===== src/rtl/router_pkg.sv =====
// Shared constants for the 1x3 packet router datapath.
package router_pkg;

  localparam int unsigned DATA_W = 8;
  localparam int unsigned ADDR_W = 2;

  // Header byte layout: length in [7:2], destination address in [1:0].
  localparam int unsigned LEN_MSB  = 7;
  localparam int unsigned LEN_LSB  = 2;
  localparam int unsigned ADDR_MSB = 1;
  localparam int unsigned ADDR_LSB = 0;

  localparam logic [ADDR_W-1:0] INVALID_ADDR = 2'b11;

  function automatic logic addr_is_valid(input logic [ADDR_W-1:0] addr);
    return addr != INVALID_ADDR;
  endfunction

endpackage


===== src/rtl/router_reg.sv =====
// Router datapath register: header latch, byte forwarding to the output FIFO,
// full-FIFO byte parking and running XOR parity check.
module router_reg
  import router_pkg::*;
#(
  parameter int unsigned DATA_W = router_pkg::DATA_W
) (
  input  logic              clock,
  input  logic              resetn,
  input  logic              pkt_valid,
  input  logic              fifo_full,
  input  logic              rst_int_reg,
  input  logic              detect_add,
  input  logic              ld_state,
  input  logic              laf_state,
  input  logic              full_state,
  input  logic              lfd_state,
  input  logic [DATA_W-1:0] data_in,
  output logic              parity_done,
  output logic              low_pkt_valid,
  output logic              err,
  output logic [DATA_W-1:0] dout
);

  logic [DATA_W-1:0] header_byte_q, header_byte_d;
  logic [DATA_W-1:0] full_byte_q,   full_byte_d;
  logic [DATA_W-1:0] int_parity_q,  int_parity_d;
  logic [DATA_W-1:0] pkt_parity_q,  pkt_parity_d;
  logic [DATA_W-1:0] dout_q,        dout_d;
  logic              parity_done_q, parity_done_d;
  logic              low_pkt_valid_q, low_pkt_valid_d;
  logic              err_q,         err_d;

  always_comb begin
    header_byte_d   = header_byte_q;
    full_byte_d     = full_byte_q;
    int_parity_d    = int_parity_q;
    pkt_parity_d    = pkt_parity_q;
    dout_d          = dout_q;
    parity_done_d   = parity_done_q;
    low_pkt_valid_d = low_pkt_valid_q;
    err_d           = err_q;

    // Address 3 names no output port, so such a header is never latched.
    if (detect_add && pkt_valid && addr_is_valid(data_in[ADDR_MSB:ADDR_LSB]))
      header_byte_d = data_in;

    if (ld_state && fifo_full)
      full_byte_d = data_in;

    if (lfd_state)
      dout_d = header_byte_q;
    else if (ld_state && !fifo_full)
      dout_d = data_in;
    else if (laf_state)
      dout_d = full_byte_q;

    if (detect_add)
      int_parity_d = '0;
    else if (lfd_state)
      int_parity_d = int_parity_q ^ header_byte_q;
    else if (ld_state && pkt_valid && !full_state)
      int_parity_d = int_parity_q ^ data_in;

    if (detect_add)
      pkt_parity_d = '0;
    else if (ld_state && !pkt_valid)
      pkt_parity_d = data_in;

    // Parity byte either goes straight out, or is replayed after a full stall.
    if (detect_add)
      parity_done_d = 1'b0;
    else if ((ld_state && !fifo_full && !pkt_valid) ||
             (laf_state && low_pkt_valid_q && !parity_done_q))
      parity_done_d = 1'b1;

    if (rst_int_reg)
      low_pkt_valid_d = 1'b0;
    else if (ld_state && !pkt_valid)
      low_pkt_valid_d = 1'b1;

    if (detect_add)
      err_d = 1'b0;
    else if (parity_done_q)
      err_d = int_parity_q != pkt_parity_q;
  end

  always_ff @(posedge clock) begin
    if (!resetn) begin
      header_byte_q   <= '0;
      full_byte_q     <= '0;
      int_parity_q    <= '0;
      pkt_parity_q    <= '0;
      dout_q          <= '0;
      parity_done_q   <= 1'b0;
      low_pkt_valid_q <= 1'b0;
      err_q           <= 1'b0;
    end else begin
      header_byte_q   <= header_byte_d;
      full_byte_q     <= full_byte_d;
      int_parity_q    <= int_parity_d;
      pkt_parity_q    <= pkt_parity_d;
      dout_q          <= dout_d;
      parity_done_q   <= parity_done_d;
      low_pkt_valid_q <= low_pkt_valid_d;
      err_q           <= err_d;
    end
  end

  assign dout          = dout_q;
  assign parity_done   = parity_done_q;
  assign low_pkt_valid = low_pkt_valid_q;
  assign err           = err_q;

endmodule


===== config.mk =====
export PLATFORM = sky130hd
export DESIGN_NAME = router_reg
export DESIGN_NICKNAME = d
export VERILOG_FILES = /design/src/rtl/router_pkg.sv /design/src/rtl/router_reg.sv
export SDC_FILE = /design/constraint.sdc
export NUM_CORES = 1
export LEC_CHECK = 0
export ABC_AREA = 0
export CAP_MARGIN = 20
export CORE_UTILIZATION = 40
export CTS_CLUSTER_SIZE = 28
export DETAILED_ROUTE_END_ITERATION = 10
export SLEW_MARGIN = 30
export SYNTH_ARGS = -nofsm -noshare
export SYNTH_HDL_FRONTEND = slang
export SYNTH_SLANG_ARGS = --single-unit

===== constraint.sdc =====
create_clock -name clock -period 1.1 [get_ports clock]
set_input_delay 0.11 -clock clock [delete_from_list [all_inputs] [get_ports clock]]
set_output_delay 0.11 -clock clock [all_outputs]
set_load 0.01 [all_outputs]

==> results of run 1 <==
[through the flow]
| step | TNS [ns] | cell area [um^2] |
|---|---|---|
| 5_1_grt | -0.0154 | 2650 |
| 6_report | 0 | 2650 |
| 4_1_cts | 0 | 2630 |
| 3_3_place_gp | -12.57 | 2490 |
| 2_1_floorplan | 0 | 1900 |
| 3_5_place_dp | -13.25 | 2490 |
[Yosys cell counts, drive strengths merged]
| library cell | n | share of area, % |
|---|---|---|
| o21ai | 8 | 2.1 |
| buf | 7 | 3.0 |
| xnor2 | 5 | 2.3 |
| nand2b | 3 | 1.4 |
| nand3 | 9 | 2.4 |
| dfxtp | 43 | 45 |
| a21boi | 16 | 6.3 |
| nor2 | 20 | 4.0 |
| and4bb | 1 | 0.66 |
| nand4 | 1 | 0.33 |
| o21bai | 1 | 0.40 |
| nor2b | 9 | 3.0 |
| mux2i | 8 | 4.2 |
| nor3b | 1 | 0.40 |
| clkbuf | 6 | 1.2 |
| a31oi | 1 | 0.33 |
| a211oi | 1 | 0.40 |
| nand2 | 35 | 6.9 |
| a21oi | 16 | 4.2 |
| inv | 8 | 1.6 |
| xor2 | 11 | 5.1 |
| nor4 | 1 | 0.33 |
| a311o | 8 | 4.2 |
[cell families (layout without fill, tap and decap cells)]
logic type      count (synthesis)  count (layout)  synth area share (%)
simple gates                   80              82                  19.3
flops                          43              43                  45.4
buf+inv                        21              85                  5.73
mux                             8               8                  4.22
compound gates                 51              51                  18.0
xor+xnor                       16              16                  7.38
[how the worst max path moves through the flow]
stage                                   endpoint  slack [ns]
floorplan                   dout[0]$_SDFFE_PN0P_      0.0002
global placement    int_parity_q[5]$_SDFFE_PP0P_       -0.51
detailed placement  int_parity_q[5]$_SDFFE_PP0P_       -0.52
CTS                 int_parity_q[5]$_SDFFE_PP0P_        0.01
global route        int_parity_q[5]$_SDFFE_PP0P_       -0.02
finish              int_parity_q[1]$_SDFFE_PP0P_        0.03
[critical path: cells and delay by family]
| family | cells | cell delay, ns |
|---|---|---|
| AND/OR/NAND/NOR | 2 | 0.33 |
| AO/OA/AOI/OAI | 1 | 0.21 |
| buffers and inverters | 1 | 0.45 |
| XOR/XNOR | 1 | 0.16 |
[flip-flops by register name (all words and copies together), names as in the netlist]
register,cells
int_parity_q,8
pkt_parity_q,8
header_byte_q,8
err,1
full_byte_q,8
low_pkt_valid,1
parity_done,1
dout,8
[cell type report]
class / count / share of cell area, %
clock buffer: 6 / 2.74
clock inverter: 1 / 1.13
inverter: 8 / 1.13
multi-input combinational: 157 / 37.4
sequential: 43 / 32.5
tap: 52 / 2.45
timing repair buffer: 70 / 22.7
[layer usage]
layer | wire [um] | track usage [%] | vias up
li1 | - | - | 868
met5 | 0 | 0 | -
met4 | 43 | 6.00 | 0
met3 | 110 | 3.85 | 4
met1 | 2270 | 27.1 | 732
met2 | 1930 | 29.3 | 17
[repair_timing]
item                                    4_1_cts  5_1_grt
gates cloned                                  2        0
endpoints found under the setup margin       37        8
setup buffers                                 0        0
hold endpoints to repair                      0        0
gates resized for setup                      28        9
pin swaps                                     0        1
[power by group]
| group | leakage (nW) | total [mW] | switching (mW) | internal (mW) |
|---|---|---|---|---|
| clock network | 0.0513 | 1.17 | 0.504 | 0.666 |
| registers | 0.350 | 1.65 | 0.0304 | 1.62 |
| logic | 0.725 | 0.507 | 0.236 | 0.271 |
| total | 1.13 | 3.32 | 0.771 | 2.55 |
==> metrics.md, run 1 <==
| Metric | Value |
|---|---|
| Largest fanout on the critical path | 8 |
| Area Growth Syn to Fin | 39.7% |
| Relative slew slack | 84.2% |
| Initial antenna violation count | 0 |
| Outcome | finished, final reports clean |
| HP Class | in2reg |
| Post-Syn Area | 1900 um^2 |
| Hold Path Depth | 2 |
| H-tree depth | 2 |
| IO Port Bufs | 28 |
| Inst Count DP | 328 |
| Routed Antenna Nets | 0 |
| Min-delay src | rst_int_reg |
| R2R Path End | err$_SDFFE_PP0P_ |
| Clock sink count | 43 |
| Pre-CTS setup slack | -0.523 ns |
| RSZ-0062 raised after global routing | yes |
| Syn Inst Count | 219 |
| Detailed Place HPWL | 3260 um |
| Final WS setup | 0.0344 ns |
| IO Pins | 29 |
| Data arrival, critical path | 1.25 ns |
| Die height | 70.9 um |
| Clk slew on worst S/H paths | 0.08 ns |
| Clock Latency Late Sink | 0.29 ns |
| Peak supply drop | 0.000644 V |
| Storage cell area | 861 um^2 |
| #FFs+latches synth | 43 |
| Largest stage delay, worst path | 0.45 ns |
| # nets final | 303 |
| Max clock buf depth | 2 |
| Power Dens Cells | 1250 nW/um^2 |
| Core ar. | 4440 um^2 |
| Die area | 5020 um^2 |
| Sequential area share after synthesis | 45.4% |
| Clock skew | 0.00549 ns |
| Worst EP required | 1.29 ns |
| Vias | 1,621 |
| Worst-Margin Slew | 0.236 ns |
| Starting density of the core | 42.7% |
| First-pass DRT Iterations | 4 |
| Design Power | 3.32 mW |
| Clock root cell | clkbuf_8 |
| Residual DRC | 0 |
| Most common cell after layout, fill and taps aside | dfxtp_1 |
| Wire length per cell | 12.9 um |
| Synth warnings | 0 |
| Drt initial violations | 48 |
| Most frequent cells in the layout | dfxtp_1, buf_4, nand2_1 |
| Setup CP Type | in2reg |
| Worst hold endpoint | low_pkt_valid$_SDFFE_PP0P_ |
| Max-cap viol count | 0 |
| Vias in the first global route | 1,490 |
| Syn Nets | 237 |
| Count of final setup violators | 0 |
| Fin. max-slew vios | 0 |
| Antenna diode count | 0 |
| Grt total ovfl | 0 |
| FP Rows | 24 |
| Pin count of the biggest net entering global routing | 17 |
| Crit-path cells | clkdlybuf4s50_1 > and4bb_4 > a21boi_1 > xor2_1 > nor2_1 |
| Wirelength, routed | 4350 um |
| Period utilisation layout | 96.9% |
| Fill cells | 417 |
| Fmax | 938 MHz |
| Minimum clock period | 1.07 ns |
| Reg2reg setup slack | 0.09 ns |
| Setup crit end kind | register |
| Vias per cell | 4.81 |
| R2R cell count | 4 |
| Final core utilization | 59.7% |
| CTS buffer count | 5 |
| Leak | 1.13 nW |
| Setup crit start | full_state |
| Worst R2R Start | int_parity_q[3]$_SDFFE_PP0P_ |
| Die Wd | 70.9 um |
| Avg Inst Size Synth | 8.67 um^2 |
| RD Place Congestion | 0.802 |
| Netlist cell types | 27 |
| Slowest-stage cell, CP | clkdlybuf4s50_1 |
| First-pass GRT wire length | 7370 um |
| Layout cells sized above 1 | 21.4% |
| Total track usage | 19.1% |
| Hold bufs inserted after CTS | 0 |
| Startpoint Class | input port |
| TritonCTS clock tree | done |
| Non-Filler Instances | 337 |
| Multi-input gate area | 991 um^2 |
| Worst Hold Slack | 0.366 ns |
| Final Hold Violating Endpoints | 0 |
No activity file was read; power rests on OpenSTA's default activity.
==> run 2: changes to the inputs <==
--- a/config.mk
+++ b/config.mk
@@ -10,6 +10,7 @@
 export CORE_UTILIZATION = 40
 export CTS_CLUSTER_SIZE = 28
 export DETAILED_ROUTE_END_ITERATION = 10
+export REMOVE_ABC_BUFFERS = 1
 export SLEW_MARGIN = 30
 export SYNTH_ARGS = -nofsm -noshare
 export SYNTH_HDL_FRONTEND = slang
==> run 2 against run 1 <==
Effect of this change:
- clock power is 21% lower
- largest cell class unchanged
- routed wire length is 6.3% higher
- highest routed layer unchanged
- first-iteration DRC count is 50% higher
- critical path type is now reg2out
- power is 7.3% lower
- setup slack better by 0.034 ns
- design area is 1.7% lower
- critical endpoint is now parity_done
==> metrics.md, run 2 (synthesized netlist as in run 1, its figures left out) <==
| Metric | Value |
|---|---|
| TritonCTS clock tree | done (unchanged) |
| Clock skew | 0.00357 ns (was 0.00549 ns) |
| Outcome | finished, final reports clean (unchanged) |
| Final WS setup | 0.0685 ns (was 0.0344 ns) |
| Max-cap viol count | 0 (unchanged) |
| Startpoint Class | register (was input port) |
| Clk slew on worst S/H paths | 0.08 ns (about the same) |
| Starting density of the core | 42.7% (unchanged) |
| Slowest-stage cell, CP | dfxtp_2 (was clkdlybuf4s50_1) |
| Data arrival, critical path | 0.92 ns (was 1.25 ns) |
| Routed Antenna Nets | 0 (unchanged) |
| Buffers plus inverters on the worst setup path | 1 (unchanged) |
| Area Growth Syn to Fin | 37.2% (was 39.7%) |
| DP Area | 2440 um^2 (was 2490 um^2) |
| Power Dens Cells | 1180 nW/um^2 (was 1250 nW/um^2) |
| Drt initial violations | 72 (was 48) |
| Clock sink count | 43 (unchanged) |
| Setup CP Type | reg2out (was in2reg) |
| First-pass DRT Iterations | 4 (unchanged) |
| Period utilisation layout | 93.8% (was 96.9%) |
| R2R Path End | err$_SDFFE_PP0P_ (unchanged) |
| Storage cell area | 871 um^2 (was 861 um^2) |
| Relative slew slack | 81.5% (was 84.2%) |
| Detailed Place HPWL | 3360 um (was 3260 um) |
| Max clock buf depth | 2 (unchanged) |
| CTS buffer count | 5 (unchanged) |
| R2R cell count | 4 (unchanged) |
| IO Pins | 29 (unchanged) |
| Leak | 1.10 nW (was 1.13 nW) |
| First-pass GRT wire length | 7650 um (was 7370 um) |
| FP Rows | 24 (unchanged) |
| Die Wd | 70.9 um (unchanged) |
| Total track usage | 19.9% (was 19.1%) |
| Antenna diode count | 0 (unchanged) |
| Worst R2R Start | pkt_parity_q[3]$_SDFFE_PP0P_ (was int_parity_q[3]$_SDFFE_PP0P_) |
| H-tree depth | 2 (unchanged) |
| Count of final setup violators | 0 (unchanged) |
| CP delay by family, top | flip-flops (was buffers and inverters) |
| Critical Path Stages | 1 (was 5) |
| Setup TNS Final | 0 ns (unchanged) |
| Vias in the first global route | 1,521 (was 1,490) |
| Design area | 2610 um^2 (was 2650 um^2) |
| Crit-path cells | dlygate4sd2_1 (was clkdlybuf4s50_1 > and4bb_4 > a21boi_1 > xor2_1 > nor2_1) |
| Largest stage delay, worst path | 0.36 ns (was 0.45 ns) |
| # nets final | 299 (was 303) |
| Setup crit end kind | output pin (was register) |
| Worst Hold Slack | 0.190 ns (was 0.366 ns) |
| HP Class | in2reg (unchanged) |
| Fin. max-slew vios | 0 (unchanged) |
| Fill cells | 435 (was 417) |
| Layout cells sized above 1 | 22.1% (was 21.4%) |
| Reg2reg setup slack | 0.10 ns (was 0.09 ns) |
| Pin count of the biggest net entering global routing | 26 (was 17) |
| RD Place Congestion | 0.760 (was 0.802) |
| Largest fanout on the critical path | 4 (was 8) |
| Worst-Margin Slew | 0.277 ns (was 0.236 ns) |
| Vias per cell | 4.89 (was 4.81) |
| Residual DRC | 0 (unchanged) |
| Most common cell after layout, fill and taps aside | dfxtp_1 (unchanged) |
| Wire length per cell | 13.9 um (was 12.9 um) |
| Critical Path Sink | parity_done (was int_parity_q[1]$_SDFFE_PP0P_) |
| Minimum clock period | 1.03 ns (was 1.07 ns) |
| Final Hold Violating Endpoints | 0 (unchanged) |
| Vias | 1,624 (was 1,621) |
| Grt total ovfl | 0 (unchanged) |
| IO Port Bufs | 28 (unchanged) |
| Die height | 70.9 um (unchanged) |
| Setup crit start | parity_done$_SDFFE_PP0P_ (was full_state) |
| Clock root cell | clkbuf_8 (unchanged) |
| Initial antenna violation count | 0 (unchanged) |
| Worst EP required | 0.99 ns (was 1.29 ns) |
| Wirelength, routed | 4630 um (was 4350 um) |
| Peak supply drop | 0.000686 V (was 0.000644 V) |
| Most frequent cells in the layout | dfxtp_1, nand2_1, buf_4 (was dfxtp_1, buf_4, nand2_1) |
| RSZ-0062 raised after global routing | yes (unchanged) |
| Design Power | 3.08 mW (was 3.32 mW) |
| Multi-input gate area | 992 um^2 (was 991 um^2) |
| Die area | 5020 um^2 (unchanged) |
| Pre-CTS setup slack | -0.501 ns (was -0.523 ns) |
| Core ar. | 4440 um^2 (unchanged) |
| Fmax | 969 MHz (was 938 MHz) |
| Clock Latency Late Sink | 0.30 ns (was 0.29 ns) |
run 2: cell types whose count changed in the layout (fill, tap and decap cells not counted):
cell / change
dfxtp_2: +8
nor4_2: -1
buf_4: -4
xnor2_1: -3
dlymetal6s2s_1: +1
mux2i_2: -1
nor4_1: +1
bufinv_16: -1
mux2i_1: +1
a21boi_1: +3
dfxtp_1: -8
clkdlybuf4s50_1: -1
xnor2_2: +3
a21boi_2: -3
run 2: final cells by class:
| cell class | count | share of cell area (%) |
|---|---|---|
| multi-input combinational | 157 | 38.1 |
| tap | 52 | 2.50 |
| clock buffer | 6 | 2.79 |
| inverter | 8 | 1.15 |
| sequential | 43 | 33.4 |
| timing repair buffer | 66 | 22.0 |
run 2: repair_timing:
action                                 4_1_cts  5_1_grt
buffers inserted                             3        0
endpoints found under the hold margin        0        0
pin swaps                                    0        2
cloned                                       2        0
hold buffers                                 0        0
setup endpoints to repair                   30       16
resized for setup                           23       21
run 2: how the worst min path moves through the flow:
| stage | from | to | slack, ns | cells past startpoint |
|---|---|---|---|---|
| after detailed placement | full_byte_q[7]$_SDFFE_PN0P_ | full_byte_q[7]$_SDFFE_PN0P_ | 0.46 | 2 |
| after global routing | data_in[0] | full_byte_q[0]$_SDFFE_PN0P_ | 0.23 | 3 |
| final | data_in[0] | full_byte_q[0]$_SDFFE_PN0P_ | 0.19 | 3 |
| after global placement | full_byte_q[6]$_SDFFE_PN0P_ | full_byte_q[6]$_SDFFE_PN0P_ | 0.45 | 2 |
| after floorplan | rst_int_reg | low_pkt_valid$_SDFFE_PP0P_ | 0.19 | 1 |
| after CTS | rst_int_reg | low_pkt_valid$_SDFFE_PP0P_ | 0.35 | 2 |
run 2: stage by stage:
step | instances | util [%]
after floorplan | 206 | -
after global placement | 321 | 54.9
after detailed placement | 321 | 54.9
after CTS | 332 | 57.5
after global routing | 332 | 58.6
final | 332 | 58.6
run 2: metal layers:
layer | share of wire [%] | global-route usage (%) | vias to the layer above
li1 | - | - | 865
met1 | 52 | 28.0 | 724
met2 | 44 | 30.0 | 28
met3 | 2.6 | 3.42 | 7
met4 | 1.9 | 8.67 | 0
met5 | 0 | 0 | -
run 2: report_power, final:
part	total [mW]	internal, mW	leakage, nW	switching [mW]
registers	1.65	1.62	0.354	0.0332
logic	0.500	0.266	0.712	0.235
clock network	0.929	0.424	0.0371	0.506
total	3.08	2.31	1.10	0.774
